### src/rtl/char_template_match_if.sv
// char_template_match_if: buffer/template read bus plus start/busy/done/result handshake; master = matcher side, slave = RAM/ROM and control side
interface char_template_match_if #(
  parameter int ADDR_W = 15,
  parameter int TIDX_W = 6
);
  logic              start;
  logic              busy;
  logic              done;
  logic [ADDR_W-1:0] buf_addr;
  logic              buf_data;
  logic [TIDX_W-1:0] tpl_sel;
  logic [ADDR_W-1:0] tpl_addr;
  logic              tpl_data;
  logic [TIDX_W-1:0] best_idx;
  logic [ADDR_W-1:0] best_score;
  modport master (
    input  start, buf_data, tpl_data,
    output busy, done, buf_addr, tpl_sel, tpl_addr, best_idx, best_score
  );
  modport slave (
    output start, buf_data, tpl_data,
    input  busy, done, buf_addr, tpl_sel, tpl_addr, best_idx, best_score
  );
endinterface

### src/rtl/char_template_match.sv
// char_template_match: scores NUM_TEMPLATES 1-bit templates against the character buffer (clk, sync active-high rst, bus = start/busy/done, buf/tpl reads with 1-cycle latency, best_idx/best_score result)
module char_template_match #(
  parameter int IMG_W         = 200,
  parameter int IMG_H         = 105,
  parameter int ADDR_W        = 15,
  parameter int NUM_TEMPLATES = 36,
  parameter int TIDX_W        = 6
) (
  input logic                   clk,
  input logic                   rst,
  char_template_match_if.master bus
);
  localparam int PIX_COUNT = IMG_W * IMG_H;
  localparam logic [ADDR_W-1:0] LAST_ADDR = ADDR_W'(PIX_COUNT - 1);
  localparam logic [TIDX_W-1:0] LAST_TPL  = TIDX_W'(NUM_TEMPLATES - 1);
  typedef enum logic [2:0] {IDLE, SCAN, DRAIN, NEXT, FINISH} state_t;
  state_t            state;
  logic [ADDR_W-1:0] addr;
  logic [ADDR_W-1:0] score;
  logic [ADDR_W-1:0] run_score;
  logic [ADDR_W-1:0] best_score;
  logic [TIDX_W-1:0] sel;
  logic [TIDX_W-1:0] run_idx;
  logic [TIDX_W-1:0] best_idx;
  logic              vld;
  logic              busy;
  logic              done;
  always_ff @(posedge clk) begin
    if (rst) begin
      state      <= IDLE;
      addr       <= '0;
      score      <= '0;
      run_score  <= '0;
      best_score <= '0;
      sel        <= '0;
      run_idx    <= '0;
      best_idx   <= '0;
      vld        <= 1'b0;
      busy       <= 1'b0;
      done       <= 1'b0;
    end else begin
      vld  <= state == SCAN;
      done <= 1'b0;
      if (vld && bus.buf_data == bus.tpl_data) score <= score + 1'b1;
      case (state)
        IDLE: begin
          busy <= bus.start;
          if (bus.start) begin
            state     <= SCAN;
            addr      <= '0;
            sel       <= '0;
            score     <= '0;
            run_score <= '0;
            run_idx   <= '0;
          end
        end
        SCAN: begin
          if (addr == LAST_ADDR) state <= DRAIN;
          else addr <= addr + 1'b1;
        end
        DRAIN: state <= NEXT;
        NEXT: begin
          if (score > run_score || sel == '0) begin
            run_score <= score;
            run_idx   <= sel;
          end
          if (sel == LAST_TPL) state <= FINISH;
          else begin
            sel   <= sel + 1'b1;
            addr  <= '0;
            score <= '0;
            state <= SCAN;
          end
        end
        FINISH: begin
          best_score <= run_score;
          best_idx   <= run_idx;
          done       <= 1'b1;
          state      <= IDLE;
        end
        default: state <= IDLE;
      endcase
    end
  end
  assign bus.buf_addr   = addr;
  assign bus.tpl_addr   = addr;
  assign bus.tpl_sel    = sel;
  assign bus.busy       = busy;
  assign bus.done       = done;
  assign bus.best_idx   = best_idx;
  assign bus.best_score = best_score;
endmodule

### src/flat_wrapper.sv
// flat-port wrapper written by rule: the top's interface ports become plain ports
module char_template_match_flat 
#(
  parameter int IMG_W         = 200,
  parameter int IMG_H         = 105,
  parameter int ADDR_W        = 15,
  parameter int NUM_TEMPLATES = 36,
  parameter int TIDX_W        = 6
)
  (clk, rst, bus_start, bus_buf_data, bus_tpl_data, bus_busy, bus_done, bus_buf_addr, bus_tpl_sel, bus_tpl_addr, bus_best_idx, bus_best_score);
  char_template_match_if #(.ADDR_W(ADDR_W), .TIDX_W(TIDX_W)) bus_i ();
  input logic clk;
  input logic rst;
  input wire logic [$bits(bus_i.start)-1:0] bus_start;
  input wire logic [$bits(bus_i.buf_data)-1:0] bus_buf_data;
  input wire logic [$bits(bus_i.tpl_data)-1:0] bus_tpl_data;
  output wire logic [$bits(bus_i.busy)-1:0] bus_busy;
  output wire logic [$bits(bus_i.done)-1:0] bus_done;
  output wire logic [$bits(bus_i.buf_addr)-1:0] bus_buf_addr;
  output wire logic [$bits(bus_i.tpl_sel)-1:0] bus_tpl_sel;
  output wire logic [$bits(bus_i.tpl_addr)-1:0] bus_tpl_addr;
  output wire logic [$bits(bus_i.best_idx)-1:0] bus_best_idx;
  output wire logic [$bits(bus_i.best_score)-1:0] bus_best_score;
  assign bus_i.start = bus_start;
  assign bus_i.buf_data = bus_buf_data;
  assign bus_i.tpl_data = bus_tpl_data;
  assign bus_busy = bus_i.busy;
  assign bus_done = bus_i.done;
  assign bus_buf_addr = bus_i.buf_addr;
  assign bus_tpl_sel = bus_i.tpl_sel;
  assign bus_tpl_addr = bus_i.tpl_addr;
  assign bus_best_idx = bus_i.best_idx;
  assign bus_best_score = bus_i.best_score;
  char_template_match #(.IMG_W(IMG_W), .IMG_H(IMG_H), .ADDR_W(ADDR_W), .NUM_TEMPLATES(NUM_TEMPLATES), .TIDX_W(TIDX_W)) u_core (.clk(clk), .rst(rst), .bus(bus_i));
endmodule
### config.mk
export PLATFORM = sky130hd
export DESIGN_NAME = char_template_match_flat
export DESIGN_NICKNAME = d
export VERILOG_FILES = /design/src/rtl/char_template_match_if.sv /design/src/rtl/char_template_match.sv /design/src/flat_wrapper.sv
export SDC_FILE = /design/constraint.sdc
export NUM_CORES = 1
export LEC_CHECK = 0
export BUFFER_PORTS_ARGS = -buffer_cell sky130_fd_sc_hd__buf_2
export CAP_MARGIN = 40
export CELL_PAD_IN_SITES_DETAIL_PLACEMENT = 1
export CELL_PAD_IN_SITES_GLOBAL_PLACEMENT = 1
export CORE_UTILIZATION = 45
export CTS_BUF_LIST = sky130_fd_sc_hd__clkbuf_4
export CTS_CLUSTER_SIZE = 20
export DETAILED_ROUTE_END_ITERATION = 12
export PLACE_DENSITY = 0.83
export SYNTH_ARGS = -nofsm -noshare
export SYNTH_HDL_FRONTEND = slang
export SYNTH_SLANG_ARGS = --single-unit
export TNS_END_PERCENT = 50
### constraint.sdc
create_clock -name clk -period 2.9 [get_ports clk]
set_input_delay 0.29 -clock clk [delete_from_list [all_inputs] [get_ports clk]]
set_output_delay 0.29 -clock clk [all_outputs]
set_load 0.01 [all_outputs]
==> results.yml, run 1 <==
yosys:
  netlist_instances: 494
  synth.most_common_cell: "nand2_1"
  yosys.area.top_type: "dfxtp_1"
  yosys_warnings: 0
  synth.avg_cell_area_sq_um: 8.40
  async_reset_ff_share_pct: 0
  synthFlopType: "dfxtp_1"
  synth_top_area_share_pct: 40.5
  synth_seq_cells: 84
  synth_edf_count: 0
  synth-seq-area-share_pct: 40.5
  ys_types: 52
  syn-num-nets: 518
  synth_common_cells: "nand2_1 (88), dfxtp_1 (84), a21oi_1 (46)"
  synth.area.top_cells: "dfxtp_1 (41%), nand2_1 (8.0%), ha_1 (5.7%)"
  syn_area_sq_um: 4150
cts:
  path_clk_slew_ns: 0.14
  cts.path.max_buffers: 2
  cts_tree: "yes"
  htree_levels: 3
  cts_buffers: 9
  clk_latency_ns: 0.43
  post_cts_buffers: 0
  root_buffer: "clkbuf_4"
  cts_sinks: 84
  cts_resized: 0
  holdBufCountCts: 0
power:
  power.internal_w: 0.00144
  pwr-share-clk_pct: 34.1
  seqPwrFrac_pct: 60.7
  switching_share_pct: 24.6
  power_frac_comb_pct: 5.2
  power_density_nw_per_um2: 425
  p_switching_w: 0.000472
  peakVddDrop_uv: 203
  leakage_nw: 1.75
outcome:
  violations: "design-rule violations"
  status: "finished with violations"
timing:
  finalCritPeriodShare_pct: 78.9
  drv_slew: 0
  hold_viol: 0
  fin_skew_ns: 0.0170
  period_minus_slack_ns: 2.29
  relSlewSlack_pct: 40.6
  grt_setup_unrepaired: "false"
  fmax_ghz: 0.437
  tightest_slew_ns: 0.892
  holdWs_ns: 0.189
  finalSetupViolCount: 0
  fin_tns_setup_ns: 0
  fin_ws_ns: 0.611
finish:
  seq_area_sq_um: 1680
  nets: 559
  drive_above_1_share_pct: 17.3
  antennaDiodeCount: 0
  fin_cells: 647
  syn2layout_area_growth_pct: 8.81
  multiInputGateArea_sq_um: 2130
  n_fill_cell: 1122
  fin_util_pct: 51.3
die:
  die_w_um: 98.0
  rows: 34
  initial_core_util_pct: 47.1
  core_sq_um: 8810
  die_h_um: 98.0
  dieArea_sq_um: 9610
  pin_count: 64
setup_path:
  critPathLaunchType: "register"
  arrival_ns: 2.64
  crit_fanout: 15
  critPathKind: "register to register"
  worst_ep_required_time_ns: 3.25
  slowest_delay_ns: 0.40
  cp_slowest_cell: "dfxtp_1"
  crit_chain: "nor3_1, a31o_2, a21o_1, nand2b_1, buf_4, nor2_1"
  crit_path_end_kind: "register"
global_routing:
  grt_max_degree: 33
  grt_overflow_total: 0
  grt_pass1_wl_mm: 17.5
  antenna_found_initial: 0
  grt_pass1_vias: 3665
  gr-usage-all-layers_pct: 22.5
placement:
  dpl_worst_slack_ns: 0.640
  io_buffers: 63
  post-dp-hpwl_mm: 7.34
  post-place-cells: 632
  routabilityCongestion: 0.791
route:
  routedWlPerCell_um: 15.8
  drt_iter0_markers: 142
  vias: 3543
  ant_nets: 0
  routed_via_density: 5.48
  drtPass1Iterations: 8
  wirelength_mm: 10.2
  drc_errors: 3
worst_hold_path:
  hold_path_class: "primary input to register"
flow_run:
  cap_violations: 0
layer usage:
metal	part of all wire, %	wire length [um]	vias up	global-route usage (%)
met5	0	0	-	0
met1	48	4890	1729	28.1
li1	-	-	1752	-
met4	1.4	147	0	6.99
met3	2.3	237	13	3.29
met2	48	4930	49	39.7
layout by cell type, fill, tap and decap left out, drive strengths merged, types with 10 or more instances in the layout:
cell,count
nor2,34
inv,25
buf,68
a21oi,46
dfxtp,84
nand2b,24
mux2i,23
ha,19
xnor2,15
nand3,15
nand2,88
or3,10
logic make-up after synthesis:
| logic type | Yosys count | synth area share [%] |
|---|---|---|
| AOI/OAI and AO/OA | 76 | 11.2 |
| adders and majority gates | 19 | 5.73 |
| buffers and inverters | 63 | 8.29 |
| and+or+nand+nor | 212 | 25.2 |
| DFF | 84 | 40.5 |
| xor gates and xnor gates | 17 | 3.59 |
| muxes | 23 | 5.55 |
sequential cells by signal, indices dropped and copies added (netlist names):
name / cells
u_core.bus.best_score: 15
u_core.score: 15
u_core.bus.tpl_sel: 6
u_core.bus.best_idx: 6
u_core.bus.done: 1
u_core.run_idx: 6
u_core.bus.busy: 1
u_core.state: 3
u_core.run_score: 15
u_core.bus.buf_addr: 15
u_core.vld: 1
cell type report:
type,instances,area share (%)
Clock inverter,6,1.25
Multi-Input combinational cell,347,47.1
Sequential cell,84,37.3
Timing Repair Buffer,68,7.82
Clock buffer,9,1.50
Tap cell,108,2.99
Inverter,25,2.08
power by group through the flow:
stage	sequential, W	clock [W]	combinational [W]
6_report	0.00116	0.000653	0.0000993
5_1_grt	0.00117	0.000719	0.000108
4_1_cts	0.00116	0.000667	0.0000999
3_5_place_dp	0.00119	0	0.0000995
3_3_place_gp	0.00119	0	0.0000953
2_1_floorplan	0.00119	0	0.0000799
critical path, delay by kind of cell (launching register included):
| kind | cells | cell delay, ns |
|---|---|---|
| flops | 1 | 0.40 |
| buf+inv | 1 | 0.33 |
| simple gates | 3 | 0.91 |
| compound gates | 2 | 0.57 |
stage by stage:
stage | instance area [sq um] | power, W
2_1_floorplan | 4150 | 0.00127
3_3_place_gp | 4390 | 0.00128
3_5_place_dp | 4390 | 0.00129
4_1_cts | 4510 | 0.00193
5_1_grt | 4510 | 0.00199
6_report | 4510 | 0.00192
final timing paths:
check	slack, ns	end	startpoint	cells after the start
hold reg to reg	0.46	u_core.bus.best_score[8]	u_core.bus.best_score[8]	2
setup reg to reg	0.61	u_core.score[2]	u_core.bus.tpl_sel[3]	6
setup / recovery	0.61	u_core.score[2]	u_core.bus.tpl_sel[3]	6
hold / removal	0.19	u_core.state[0]	bus_start	3
(Power assumes the default switching activity.)
==> inputs of run 2 (changes only) <==
--- a/config.mk
+++ b/config.mk
@@ -9,11 +9,11 @@
 export CAP_MARGIN = 40
 export CELL_PAD_IN_SITES_DETAIL_PLACEMENT = 1
 export CELL_PAD_IN_SITES_GLOBAL_PLACEMENT = 1
-export CORE_UTILIZATION = 45
+export CORE_UTILIZATION = 44
 export CTS_BUF_LIST = sky130_fd_sc_hd__clkbuf_4
 export CTS_CLUSTER_SIZE = 20
 export DETAILED_ROUTE_END_ITERATION = 12
-export PLACE_DENSITY = 0.83
+export PLACE_DENSITY = 0.81
 export SYNTH_ARGS = -nofsm -noshare
 export SYNTH_HDL_FRONTEND = slang
 export SYNTH_SLANG_ARGS = --single-unit
==> constraint.sdc (replaced) <==
create_clock -name clk -period 2.2 [get_ports clk]
set_input_delay 0.22 -clock clk [delete_from_list [all_inputs] [get_ports clk]]
set_output_delay 0.22 -clock clk [all_outputs]
set_load 0.01 [all_outputs]
==> results.yml, run 2 (synthesized netlist as in run 1, its figures left out) <==
route:
  routedWlPerCell_um: 15.8
  drt_iter0_markers: 110
  ant_nets: 0
  drtPass1Iterations: 4
  wirelength_mm: 10.5
  vias: 3628
  drc_errors: 0
  routed_via_density: 5.45
timing:
  relSlewSlack_pct: 66.6
  finalCritPeriodShare_pct: 93.5
  fin_skew_ns: 0.0155
  fmax_ghz: 0.486
  period_minus_slack_ns: 2.06
  holdWs_ns: 0.122
  drv_slew: 0
  fin_tns_setup_ns: 0
  fin_ws_ns: 0.144
  hold_viol: 0
  grt_setup_unrepaired: "false"
  tightest_slew_ns: 0.502
  finalSetupViolCount: 0
global_routing:
  antenna_found_initial: 0
  grt_pass1_vias: 3672
  grt_overflow_total: 0
  grt_pass1_wl_mm: 17.6
  gr-usage-all-layers_pct: 22.4
  grt_max_degree: 33
power:
  leakage_nw: 1.84
  p_switching_w: 0.000628
  switching_share_pct: 24.5
  power_density_nw_per_um2: 550
  seqPwrFrac_pct: 59.9
  power_frac_comb_pct: 5.5
  peakVddDrop_uv: 289
  power.internal_w: 0.00193
  pwr-share-clk_pct: 34.5
finish:
  nets: 575
  antennaDiodeCount: 0
  n_fill_cell: 1163
  fin_cells: 666
  drive_above_1_share_pct: 19.8
  fin_util_pct: 50.6
  multiInputGateArea_sq_um: 2130
  seq_area_sq_um: 1680
  final_cell_mix: "nand2_1 (88), dfxtp_1 (84), buf_2 (63)"
  layout_commonest_cell: "nand2_1"
  syn2layout_area_growth_pct: 12.2
placement:
  routabilityCongestion: 0.817
  io_buffers: 63
  dpl_worst_slack_ns: 0.167
  post-dp-hpwl_mm: 7.69
  post-place-cells: 651
setup_path:
  critPathKind: "register to register"
  cp_slowest_cell: "or3b_2"
  crit_path_end_kind: "register"
  crit_family: "simple AND/OR/NAND/NOR gates"
  critPathLaunchType: "register"
  worst_ep_required_time_ns: 2.57
  arrival_ns: 2.43
  crit_fanout: 11
  slowest_delay_ns: 0.49
  critPathBufInv: 0
  crit_chain: "nor3_1, a31o_2, a21o_1, or3b_2, mux2i_1"
cts:
  holdBufCountCts: 0
  cts_resized: 0
  cts.path.max_buffers: 2
  path_clk_slew_ns: 0.14
  cts_sinks: 84
  cts_tree: "yes"
  clk_latency_ns: 0.43
  htree_levels: 3
  root_buffer: "clkbuf_4"
  cts_buffers: 9
  post_cts_buffers: 0
die:
  die_w_um: 99.1
  pin_count: 64
  die_h_um: 99.1
  core_sq_um: 9200
  rows: 35
  dieArea_sq_um: 9820
  initial_core_util_pct: 45.1
outcome:
  status: "completed"
worst_hold_path:
  hold_path_class: "primary input to register"
flow_run:
  cap_violations: 0
==> run 2: cell count changes in the layout (fill, tap and decap cells not counted), sizes merged <==
cell | before | now
buf | 68 | 84
clkbuf | 9 | 10
clkinvlp | 1 | 0
==> run 2: cell type report <==
cell class                 count  share of cell area [%]
clock inverter                 5                    1.16
inverter                      25                    2.02
timing repair buffer          84                    10.4
clock buffer                  10                    1.61
sequential                    84                    36.1
multi-input combinational    347                    45.7
tap                          111                    2.98
==> run 2: path summary, 6_finish.rpt <==
path / from / endpoint / slack [ns] / cells after the start
setup / recovery: u_core.bus.tpl_sel[4] / u_core.bus.buf_addr[11] / 0.14 / 5
hold / removal: bus_start / u_core.state[0] / 0.12 / 3
setup reg to reg: u_core.bus.tpl_sel[4] / u_core.bus.buf_addr[11] / 0.14 / 5
hold reg to reg: u_core.run_idx[0] / u_core.bus.best_idx[0] / 0.46 / 2
==> run 2: worst min-delay path: stages <==
cell and delay, ns:
buf_2 0.13, nor2_1 0.09, a2111oi_0 0.07
==> run 2: through the flow <==
step / total power (W) / area, sq um
2_1_floorplan: 0.00167 / 4150
5_1_grt: 0.00265 / 4660
6_report: 0.00256 / 4660
4_1_cts: 0.00258 / 4660
3_5_place_dp: 0.00171 / 4530
3_3_place_gp: 0.00170 / 4530
==> run 2: power groups by stage <==
| stage | clock, W | combinational, W | sequential, W |
|---|---|---|---|
| floorplan | 0 | 0.000105 | 0.00157 |
| global placement | 0 | 0.000135 | 0.00157 |
| detailed placement | 0 | 0.000142 | 0.00157 |
| CTS | 0.000902 | 0.000143 | 0.00153 |
| global route | 0.000965 | 0.000154 | 0.00154 |
| finish | 0.000884 | 0.000142 | 0.00153 |
==> run 2: layer usage <==
| layer | GRT usage, % | vias up | routed length (um) |
|---|---|---|---|
| met5 | 0 | - | 0 |
| met4 | 5.66 | 0 | 106 |
| met3 | 4.64 | 12 | 303 |
| met2 | 41.5 | 55 | 5450 |
| met1 | 26.4 | 1779 | 4650 |
| li1 | - | 1782 | - |
